$ cat src/rtl/tlink_acquire_arbiter.sv
// ---------------------------------------------------------------------------
// tlink_acquire_arbiter
//
// Sits between N_CLIENTS uncached TileLink clients and one manager port.
//
// Acquire path:
//   - Round-robin arbitration among clients whose outstanding count is below
//     MAX_OUT.
//   - A multi-beat block write (a_type == WR_BLOCK_TYPE) locks arbitration to
//     its owner until BEATS beats have been accepted.
//   - The winner is tagged into the MSBs of client_xact_id and registered in a
//     single holding stage, so there is one cycle of latency to out_acq_*.
//
// Grant path:
//   - Combinational, zero latency.
//   - The tag in the MSBs of gnt_xid selects the owning client.
//   - Grants carrying an out-of-range tag are dropped, and route_err is set
//     and held until reset.
//
// Ports:
//   clk, rst          clock; asynchronous active-high reset
//   in_acq_*          packed per-client Acquire channels (valid/ready/addr/
//                     xid/data/type)
//   out_acq_*         tagged Acquire towards the manager
//   gnt_*             tagged Grant from the manager
//   out_gnt_valid     per-client Grant valid
//   out_gnt_ready     per-client Grant ready
//   out_gnt_xid/data/type
//                     Grant payload broadcast to all clients, tag stripped
//   route_err         sticky: a Grant handshook with an index >= N_CLIENTS
// ---------------------------------------------------------------------------
module tlink_acquire_arbiter #(
  parameter int                N_CLIENTS     = 4,
  parameter int                ADDR_W        = 32,
  parameter int                XID_W         = 4,
  parameter int                DATA_W        = 64,
  parameter int                TYPE_W        = 3,
  parameter int                BEATS         = 4,
  parameter logic [TYPE_W-1:0] WR_BLOCK_TYPE = TYPE_W'(3),
  parameter int                MAX_OUT       = 2,
  localparam int               CIDX_W        = $clog2(N_CLIENTS)
) (
  input  logic                          clk,
  input  logic                          rst,
  // Client Acquire channels
  input  logic [N_CLIENTS-1:0]          in_acq_valid,
  output logic [N_CLIENTS-1:0]          in_acq_ready,
  input  logic [N_CLIENTS*ADDR_W-1:0]   in_acq_addr,
  input  logic [N_CLIENTS*XID_W-1:0]    in_acq_xid,
  input  logic [N_CLIENTS*DATA_W-1:0]   in_acq_data,
  input  logic [N_CLIENTS*TYPE_W-1:0]   in_acq_type,
  // Manager Acquire channel
  output logic                          out_acq_valid,
  input  logic                          out_acq_ready,
  output logic [ADDR_W-1:0]             out_acq_addr,
  output logic [CIDX_W+XID_W-1:0]       out_acq_xid,
  output logic [DATA_W-1:0]             out_acq_data,
  output logic [TYPE_W-1:0]             out_acq_type,
  // Manager Grant channel
  input  logic                          gnt_valid,
  output logic                          gnt_ready,
  input  logic [CIDX_W+XID_W-1:0]       gnt_xid,
  input  logic [DATA_W-1:0]             gnt_data,
  input  logic [TYPE_W-1:0]             gnt_type,
  // Client Grant channels
  output logic [N_CLIENTS-1:0]          out_gnt_valid,
  input  logic [N_CLIENTS-1:0]          out_gnt_ready,
  output logic [XID_W-1:0]              out_gnt_xid,
  output logic [DATA_W-1:0]             out_gnt_data,
  output logic [TYPE_W-1:0]             out_gnt_type,
  output logic                          route_err
);

  localparam int CNT_W  = $clog2(MAX_OUT + 1);
  localparam int BEAT_W = $clog2(BEATS);

  typedef enum logic {
    ST_IDLE,
    ST_LOCKED
  } state_e;

  // -------------------------------------------------------------------------
  // State
  // -------------------------------------------------------------------------
  state_e              state_q, state_d;
  logic [CIDX_W-1:0]   rr_ptr_q, rr_ptr_d;
  logic [CIDX_W-1:0]   owner_q, owner_d;
  logic [BEAT_W-1:0]   beat_q, beat_d;
  logic [CNT_W-1:0]    cnt_q [N_CLIENTS];
  logic [CNT_W-1:0]    cnt_d [N_CLIENTS];
  logic                route_err_q, route_err_d;

  logic                      hold_valid_q, hold_valid_d;
  logic [ADDR_W-1:0]         hold_addr_q, hold_addr_d;
  logic [CIDX_W+XID_W-1:0]   hold_xid_q, hold_xid_d;
  logic [DATA_W-1:0]         hold_data_q, hold_data_d;
  logic [TYPE_W-1:0]         hold_type_q, hold_type_d;

  // -------------------------------------------------------------------------
  // Arbitration
  // -------------------------------------------------------------------------
  logic [N_CLIENTS-1:0] elig;
  logic                 win_found;
  logic [CIDX_W-1:0]    win_idx;
  logic [CIDX_W-1:0]    cand;
  logic                 stage_free;
  logic                 acq_go;
  logic                 acq_done;

  logic [ADDR_W-1:0]    sel_addr;
  logic [XID_W-1:0]     sel_xid;
  logic [DATA_W-1:0]    sel_data;
  logic [TYPE_W-1:0]    sel_type;

  // While locked only the owner may proceed, and the outstanding limit is
  // waived so a block that has started can always finish.
  always_comb begin
    // NOTE: every combinational output gets a default before any branch, so
    // no path leaves it unassigned and no latch is inferred.
    elig = '0;
    for (int i = 0; i < N_CLIENTS; i++) begin
      if (state_q == ST_LOCKED) begin
        elig[i] = in_acq_valid[i] && (owner_q == CIDX_W'(i));
      end else begin
        elig[i] = in_acq_valid[i] && (cnt_q[i] < CNT_W'(MAX_OUT));
      end
    end
  end

  // First eligible client at or after the round-robin pointer.
  always_comb begin
    win_found = 1'b0;
    win_idx   = '0;
    cand      = '0;
    for (int k = 0; k < N_CLIENTS; k++) begin
      // NOTE: blocking assignments in combinational logic; later iterations
      // must see win_found as already updated by earlier ones.
      cand = CIDX_W'((int'(rr_ptr_q) + k) % N_CLIENTS);
      if (!win_found && elig[cand]) begin
        win_found = 1'b1;
        win_idx   = cand;
      end
    end
  end

  always_comb begin
    sel_addr = '0;
    sel_xid  = '0;
    sel_data = '0;
    sel_type = '0;
    for (int i = 0; i < N_CLIENTS; i++) begin
      if (win_idx == CIDX_W'(i)) begin
        sel_addr = in_acq_addr[i*ADDR_W +: ADDR_W];
        sel_xid  = in_acq_xid[i*XID_W +: XID_W];
        sel_data = in_acq_data[i*DATA_W +: DATA_W];
        sel_type = in_acq_type[i*TYPE_W +: TYPE_W];
      end
    end
  end

  // The holding stage can take a new beat when it is empty or draining
  // this cycle. Ready is suppressed during reset.
  assign stage_free = !hold_valid_q || out_acq_ready;
  assign acq_go     = win_found && stage_free && !rst;

  always_comb begin
    in_acq_ready = '0;
    for (int i = 0; i < N_CLIENTS; i++) begin
      in_acq_ready[i] = acq_go && (win_idx == CIDX_W'(i));
    end
  end

  // -------------------------------------------------------------------------
  // Lock / pointer / beat next state
  // -------------------------------------------------------------------------
  always_comb begin
    state_d  = state_q;
    rr_ptr_d = rr_ptr_q;
    owner_d  = owner_q;
    beat_d   = beat_q;
    acq_done = 1'b0;
    if (acq_go) begin
      rr_ptr_d = (win_idx == CIDX_W'(N_CLIENTS - 1)) ? '0 : win_idx + 1'b1;
      case (state_q)
        ST_IDLE: begin
          if (sel_type == WR_BLOCK_TYPE) begin
            state_d = ST_LOCKED;
            owner_d = win_idx;
            beat_d  = BEAT_W'(1);
          end else begin
            acq_done = 1'b1;
          end
        end
        ST_LOCKED: begin
          if (beat_q == BEAT_W'(BEATS - 1)) begin
            state_d  = ST_IDLE;
            beat_d   = '0;
            acq_done = 1'b1;
          end else begin
            beat_d = beat_q + 1'b1;
          end
        end
        default: state_d = ST_IDLE;
      endcase
    end
  end

  // -------------------------------------------------------------------------
  // Grant routing
  // -------------------------------------------------------------------------
  logic [CIDX_W-1:0] gnt_idx;
  logic              gnt_hit;

  assign gnt_idx = gnt_xid[CIDX_W+XID_W-1:XID_W];

  // An index with no matching client leaves gnt_ready at 1, so the Grant is
  // drained and dropped.
  always_comb begin
    gnt_hit       = 1'b0;
    gnt_ready     = 1'b1;
    out_gnt_valid = '0;
    for (int i = 0; i < N_CLIENTS; i++) begin
      if (gnt_idx == CIDX_W'(i)) begin
        gnt_hit          = 1'b1;
        gnt_ready        = out_gnt_ready[i];
        out_gnt_valid[i] = gnt_valid;
      end
    end
  end

  assign out_gnt_xid  = gnt_xid[XID_W-1:0];
  assign out_gnt_data = gnt_data;
  assign out_gnt_type = gnt_type;

  assign route_err_d = route_err_q || (gnt_valid && !gnt_hit);

  // -------------------------------------------------------------------------
  // Outstanding counters
  // -------------------------------------------------------------------------
  // Increment on a completed Acquire, decrement on a completed Grant, and
  // leave the count unchanged when both happen together. Decrements saturate
  // at zero so spurious Grants are harmless.
  always_comb begin
    for (int i = 0; i < N_CLIENTS; i++) begin
      logic inc;
      logic dec;
      inc      = acq_done && (win_idx == CIDX_W'(i));
      dec      = out_gnt_valid[i] && out_gnt_ready[i];
      cnt_d[i] = cnt_q[i];
      if (inc && !dec) begin
        cnt_d[i] = cnt_q[i] + CNT_W'(1);
      end else if (dec && !inc && (cnt_q[i] != '0)) begin
        cnt_d[i] = cnt_q[i] - CNT_W'(1);
      end
    end
  end

  // -------------------------------------------------------------------------
  // Holding register next state
  // -------------------------------------------------------------------------
  always_comb begin
    hold_valid_d = hold_valid_q;
    hold_addr_d  = hold_addr_q;
    hold_xid_d   = hold_xid_q;
    hold_data_d  = hold_data_q;
    hold_type_d  = hold_type_q;
    if (acq_go) begin
      hold_valid_d = 1'b1;
      hold_addr_d  = sel_addr;
      hold_xid_d   = {win_idx, sel_xid};
      hold_data_d  = sel_data;
      hold_type_d  = sel_type;
    end else if (out_acq_ready) begin
      hold_valid_d = 1'b0;
    end
  end

  // -------------------------------------------------------------------------
  // Registers
  // -------------------------------------------------------------------------
  always_ff @(posedge clk or posedge rst) begin
    if (rst) begin
      state_q      <= ST_IDLE;
      rr_ptr_q     <= '0;
      owner_q      <= '0;
      beat_q       <= '0;
      route_err_q  <= 1'b0;
      hold_valid_q <= 1'b0;
      for (int i = 0; i < N_CLIENTS; i++) begin
        cnt_q[i] <= '0;
      end
    end else begin
      state_q      <= state_d;
      rr_ptr_q     <= rr_ptr_d;
      owner_q      <= owner_d;
      beat_q       <= beat_d;
      route_err_q  <= route_err_d;
      hold_valid_q <= hold_valid_d;
      for (int i = 0; i < N_CLIENTS; i++) begin
        cnt_q[i] <= cnt_d[i];
      end
    end
  end

  // NOTE: the payload is qualified by hold_valid_q, so it needs no reset. It
  // is kept out of the reset domain on purpose.
  always_ff @(posedge clk) begin
    hold_addr_q <= hold_addr_d;
    hold_xid_q  <= hold_xid_d;
    hold_data_q <= hold_data_d;
    hold_type_q <= hold_type_d;
  end

  assign out_acq_valid = hold_valid_q;
  assign out_acq_addr  = hold_addr_q;
  assign out_acq_xid   = hold_xid_q;
  assign out_acq_data  = hold_data_q;
  assign out_acq_type  = hold_type_q;
  assign route_err     = route_err_q;

endmodule

$ cat config.mk
export PLATFORM = sky130hd
export DESIGN_NAME = tlink_acquire_arbiter
export DESIGN_NICKNAME = d
export VERILOG_FILES = /design/src/rtl/tlink_acquire_arbiter.sv
export SDC_FILE = /design/constraint.sdc
export NUM_CORES = 1
export LEC_CHECK = 0
export ABC_AREA = 1
export CORE_AREA = 2 2 266 268
export CTS_CLUSTER_SIZE = 25
export DETAILED_ROUTE_END_ITERATION = 10
export DIE_AREA = 0 0 268 270
export PLACE_DENSITY = 0.48
export SLEW_MARGIN = 20
export SYNTH_ARGS = -nofsm -noshare
export SYNTH_HDL_FRONTEND = slang
export SYNTH_SLANG_ARGS = --single-unit
$ cat constraint.sdc
create_clock -name clk -period 5.95 [get_ports clk]
set_input_delay 1.19 -clock clk [delete_from_list [all_inputs] [get_ports clk]]
set_output_delay 1.19 -clock clk [all_outputs]
set_load 0.03 [all_outputs]
==> impl_metrics.xml, run 1 <==
<?xml version="1.0" encoding="UTF-8"?>
<metrics>
  <group name="synth">
    <metric name="ys_seq_elements" unit="">122</metric>
    <metric name="synth_cell_types" unit="">32</metric>
    <metric name="synth.largest_area_cell" unit="">sky130_fd_sc_hd__edfxtp_1</metric>
    <metric name="ys_async_sr_fraction" unit="">0.139</metric>
    <metric name="netlist_top_cells_count" unit="">163 x sky130_fd_sc_hd__nand2_1, 116 x sky130_fd_sc_hd__nor2_1, 105 x sky130_fd_sc_hd__edfxtp_1</metric>
    <metric name="most_common_cell_in_the_netlist" unit="">sky130_fd_sc_hd__nand2_1</metric>
    <metric name="yosysWarnings" unit="">0</metric>
    <metric name="synth_edf_count" unit="">105</metric>
    <metric name="synth_cells" unit="">879</metric>
    <metric name="netlist_area" unit="um^2">7850</metric>
    <metric name="part_of_the_yosys_area_used_for_sequential_elements" unit="">0.456</metric>
    <metric name="synth.top_cells.by_area" unit="">sky130_fd_sc_hd__edfxtp_1 40%, sky130_fd_sc_hd__a221oi_1 11%, sky130_fd_sc_hd__o31ai_1 9.6%</metric>
    <metric name="dominantRegCellSynth" unit="">sky130_fd_sc_hd__edfxtp_1</metric>
    <metric name="synth.avg_cell_area" unit="um^2">8.93</metric>
    <metric name="syn-num-nets" unit="">1381</metric>
    <metric name="post-synth-top-area-fraction" unit="">0.402</metric>
  </group>
  <group name="clock_tree">
    <metric name="htree_num_levels" unit="">4</metric>
    <metric name="tritoncts" unit="">done</metric>
    <metric name="max-clock-path-buffers" unit="">2</metric>
    <metric name="cts.root.buffer_cell" unit="">sky130_fd_sc_hd__clkbuf_16</metric>
    <metric name="numCtsBuffers" unit="">17</metric>
    <metric name="clock_latency_reported_for_the_late_side_of_the_worst_skew_pair" unit="ns">0.48</metric>
    <metric name="cts.clk_slew.worst_paths" unit="ns">0.06</metric>
    <metric name="cts-hold-fix-buffers" unit="">0</metric>
    <metric name="ctsResizeCount" unit="">0</metric>
    <metric name="cts_setup_buffers" unit="">0</metric>
    <metric name="clock_sink_count" unit="">122</metric>
  </group>
  <group name="timing">
    <metric name="final_max_slew_viol_count" unit="">0</metric>
    <metric name="setup_viol" unit="">0</metric>
    <metric name="grt_setup_unrepaired" unit="">false</metric>
    <metric name="relative_max_transition_margin" unit="">0.394</metric>
    <metric name="timing.final.crit_period" unit="ns">5.35</metric>
    <metric name="final.setup.worst_slack" unit="ns">0.596</metric>
    <metric name="finalCritPeriodShare" unit="">0.900</metric>
    <metric name="worst_clock_skew" unit="ns">0.0334</metric>
    <metric name="number_of_hold_violations_in_the_final_report" unit="">0</metric>
    <metric name="setup-tns-final" unit="ns">0</metric>
    <metric name="max_freq" unit="GHz">0.187</metric>
    <metric name="worst_pin_slew" unit="ns">0.909</metric>
  </group>
  <group name="die">
    <metric name="design.core.area" unit="um^2">69500</metric>
    <metric name="effective_utilization_at_floorplan" unit="">0.113</metric>
    <metric name="design.portCount" unit="">684</metric>
    <metric name="die-width" unit="um">268</metric>
    <metric name="die-height" unit="um">270</metric>
    <metric name="fp.dieArea" unit="um^2">72400</metric>
    <metric name="rows" unit="">97</metric>
  </group>
  <group name="place">
    <metric name="place_area" unit="um^2">13800</metric>
    <metric name="gp_congestion" unit="">0.905</metric>
    <metric name="detailedPlacementHpwl" unit="mm">34.4</metric>
    <metric name="portBuffers" unit="">541</metric>
    <metric name="post_place_setup_slack" unit="ns">0.583</metric>
  </group>
  <group name="detailed_routing">
    <metric name="routed_wire_length_per_instance" unit="um">19.4</metric>
    <metric name="drtIter0Drc" unit="">540</metric>
    <metric name="detail_route.drc_violations" unit="">0</metric>
    <metric name="via_per_inst" unit="">3.87</metric>
    <metric name="num_vias" unit="">8770</metric>
    <metric name="detail_route.first_pass.iterations" unit="">6</metric>
    <metric name="drt.antenna.violating_nets" unit="">0</metric>
    <metric name="finalWirelength" unit="mm">44.0</metric>
  </group>
  <group name="global_route">
    <metric name="track_usage" unit="">0.116</metric>
    <metric name="global_route_wire_length_before_repair" unit="mm">59.8</metric>
    <metric name="grt.overflow.total" unit="">0</metric>
    <metric name="grt_antenna_before_repair" unit="">6</metric>
    <metric name="vias_in_the_first_global_route" unit="">8759</metric>
    <metric name="grt_start_max_net_pins" unit="">138</metric>
  </group>
  <group name="finish">
    <metric name="multi_input_area" unit="um^2">3360</metric>
    <metric name="area.growth.synth_to_final" unit="%">84.2</metric>
    <metric name="finalNetCount" unit="">1813</metric>
    <metric name="regArea" unit="um^2">3580</metric>
    <metric name="layout.cell_area.non_filler" unit="um^2">14500</metric>
    <metric name="post_route_cells_drive_above_1_share" unit="">0.0544</metric>
    <metric name="fillers" unit="">7586</metric>
  </group>
  <group name="critical_path">
    <metric name="critical_path.most_common_cell" unit="">sky130_fd_sc_hd__inv_1</metric>
    <metric name="cp_data_required_time" unit="ns">4.76</metric>
    <metric name="worst-setup-path-type" unit="">primary input to output pin</metric>
    <metric name="critical_path.n_buffers_inverters" unit="">5</metric>
    <metric name="timing.critical_path.slowest_cell_delay" unit="ns">0.60</metric>
    <metric name="critical_path_maximum_fanout" unit="">5</metric>
    <metric name="critical_path.startpoint_type" unit="">primary input</metric>
    <metric name="critical_path.cell_chain" unit="">clkdlybuf4s50_1, a21boi_0, nand3_1, nand3_1, nand2_2, inv_1, nand2_1, o211ai_1, o21ai_0, nand2_1, inv_1, ha_1, inv_1, nor2_1, clkdlybuf4s50_1</metric>
    <metric name="critical-path-top-delay-family" unit="">buffers and inverters</metric>
    <metric name="slowest_stage" unit="">sky130_fd_sc_hd__clkdlybuf4s50_1</metric>
    <metric name="worst_setup_path_startpoint" unit="">in_acq_valid[0]</metric>
    <metric name="r2r_start" unit="">state_q</metric>
    <metric name="crit_arrival" unit="ns">4.16</metric>
    <metric name="worst_setup_path_end_kind" unit="">output pin</metric>
  </group>
  <group name="hold_path">
    <metric name="min_from" unit="">route_err</metric>
    <metric name="hp-class" unit="">flop to flop</metric>
  </group>
  <group name="power_and_ir_drop">
    <metric name="leakagePower" unit="nW">4.96</metric>
    <metric name="max-vdd-ir-drop" unit="V">0.000759</metric>
    <metric name="powerDensity" unit="nW/um^2">854</metric>
  </group>
  <group name="outcome">
    <metric name="outcome" unit="">completed</metric>
  </group>
  <group name="job">
    <metric name="maxCapViolations" unit="">0</metric>
  </group>
</metrics>
[power by group]
part           internal (mW)  switching [mW]  leakage [nW]  total (mW)
combinational           3.12            5.75          3.42        8.87
sequential              2.11           0.178          1.23        2.29
clock                  0.709           0.481         0.308        1.19
[routing by layer]
metal | routed length, um | global-route usage
met5 | 27 | 0
met1 | 16300 | 0.121
met4 | 2330 | 0.0741
met3 | 3600 | 0.0314
met2 | 21800 | 0.204
[sequential cells by signal, indices dropped and copies added (netlist names)]
register and cells:
out_acq_addr 32, route_err 1, out_acq_valid 1, owner_q 2
out_acq_xid 6, beat_q 2, state_q 1, out_acq_type 3
rr_ptr_q 2, out_acq_data 64, cnt_q 8
[path summary, 6_finish.rpt]
| check | end | slack [ns] | cells past startpoint |
|---|---|---|---|
| setup / recovery | in_acq_ready[0] | 0.60 | 15 |
| hold / removal | route_err | 0.38 | 0 |
| setup reg to reg | cnt_q[2] | 1.88 | 25 |
| hold reg to reg | route_err | 0.38 | 0 |
| max in group asynchronous | cnt_q[6] | 4.31 | 2 |
| min in group asynchronous | out_acq_valid | 1.17 | 2 |
[final cells by class]
cell class,count,area share
Inverter,37,0.00995
Multi-Input combinational cell,577,0.233
Antenna cell,1,0.000173
Timing Repair Buffer,556,0.385
Clock buffer,17,0.0294
Sequential cell,122,0.247
Clock inverter,15,0.0145
Tap cell,940,0.0813
[worst register-to-register path, cell delays in order, from the launching register on]
cell and delay (ns):
sky130_fd_sc_hd__dfrtp_1 0.48, sky130_fd_sc_hd__inv_2 0.13, sky130_fd_sc_hd__a21boi_0 0.26, sky130_fd_sc_hd__nand3_1 0.15, sky130_fd_sc_hd__nand3_1 0.15, sky130_fd_sc_hd__nand2_2 0.10
sky130_fd_sc_hd__inv_1 0.10, sky130_fd_sc_hd__nand2_1 0.07, sky130_fd_sc_hd__o211ai_1 0.16, sky130_fd_sc_hd__o21ai_0 0.10, sky130_fd_sc_hd__nand2_1 0.22, sky130_fd_sc_hd__inv_1 0.14
sky130_fd_sc_hd__ha_4 0.20, sky130_fd_sc_hd__buf_4 0.29, sky130_fd_sc_hd__a21oi_1 0.24, sky130_fd_sc_hd__nand2_1 0.08, sky130_fd_sc_hd__a21boi_1 0.23, sky130_fd_sc_hd__nand3_1 0.11
sky130_fd_sc_hd__nand2_1 0.09, sky130_fd_sc_hd__nand2_1 0.17, sky130_fd_sc_hd__nand3_4 0.22, sky130_fd_sc_hd__nor2_4 0.06, sky130_fd_sc_hd__nand2_2 0.08, sky130_fd_sc_hd__nand2_1 0.05
sky130_fd_sc_hd__nand2_1 0.05, sky130_fd_sc_hd__nand2_1 0.05
[cells by family after synthesis]
kind of cell | synth area share
buffers and inverters | 0.122
xor gates and xnor gates | 0.00207
adders and majority gates | 0.00797
DFF | 0.456
and+or+nand+nor | 0.189
AOI/OAI and AO/OA | 0.223
[cell usage in the layout (no fill, tap or decap), types with 2 or more instances in the layout]
cell type	netlist	layout
sky130_fd_sc_hd__ha_1	5	2
sky130_fd_sc_hd__edfxtp_1	105	105
sky130_fd_sc_hd__buf_4	72	13
sky130_fd_sc_hd__nand4_1	12	12
sky130_fd_sc_hd__nor2_4	4	5
sky130_fd_sc_hd__bufinv_16	0	4
sky130_fd_sc_hd__clkinv_4	0	2
sky130_fd_sc_hd__ha_4	0	3
sky130_fd_sc_hd__inv_2	4	2
sky130_fd_sc_hd__o21ai_1	2	2
sky130_fd_sc_hd__nor2_1	116	115
sky130_fd_sc_hd__o21ai_0	7	7
sky130_fd_sc_hd__nand3_1	39	39
sky130_fd_sc_hd__nor3_1	4	4
sky130_fd_sc_hd__clkdlybuf4s50_1	0	540
sky130_fd_sc_hd__a21oi_1	7	7
sky130_fd_sc_hd__buf_12	0	3
sky130_fd_sc_hd__inv_6	0	7
sky130_fd_sc_hd__clkbuf_16	0	17
sky130_fd_sc_hd__inv_1	33	33
sky130_fd_sc_hd__dfrtp_1	17	17
sky130_fd_sc_hd__a21boi_1	2	2
sky130_fd_sc_hd__inv_4	0	2
sky130_fd_sc_hd__nand2_1	163	163
sky130_fd_sc_hd__nand2_2	7	7
sky130_fd_sc_hd__a221oi_1	100	100
sky130_fd_sc_hd__o31ai_1	100	100
[stage by stage]
| step | cells | total power [mW] | utilization | hold WS, ns |
|---|---|---|---|---|
| 6_report | 2265 | 12.3 | 0.208 | 0.381 |
| 5_1_grt | 2265 | 13.2 | 0.208 | 0.393 |
| 4_1_cts | 2264 | 12.6 | 0.208 | 0.382 |
| 3_5_place_dp | 2232 | 11.3 | 0.199 | 0.367 |
| 3_3_place_gp | 2232 | 11.2 | 0.199 | 0.369 |
| 2_1_floorplan | 879 | 7.98 | - | 0.446 |
No activity file was read; power rests on OpenSTA's default activity.
==> run 2: changes to the inputs <==
--- a/config.mk
+++ b/config.mk
@@ -7,7 +7,7 @@
 export LEC_CHECK = 0
 export ABC_AREA = 1
 export CORE_AREA = 2 2 266 268
-export CTS_CLUSTER_SIZE = 25
+export CTS_CLUSTER_SIZE = 20
 export DETAILED_ROUTE_END_ITERATION = 10
 export DIE_AREA = 0 0 268 270
 export PLACE_DENSITY = 0.48
==> results of run 2 <==
Final layout, timing and power as in run 1 (identical DEF).
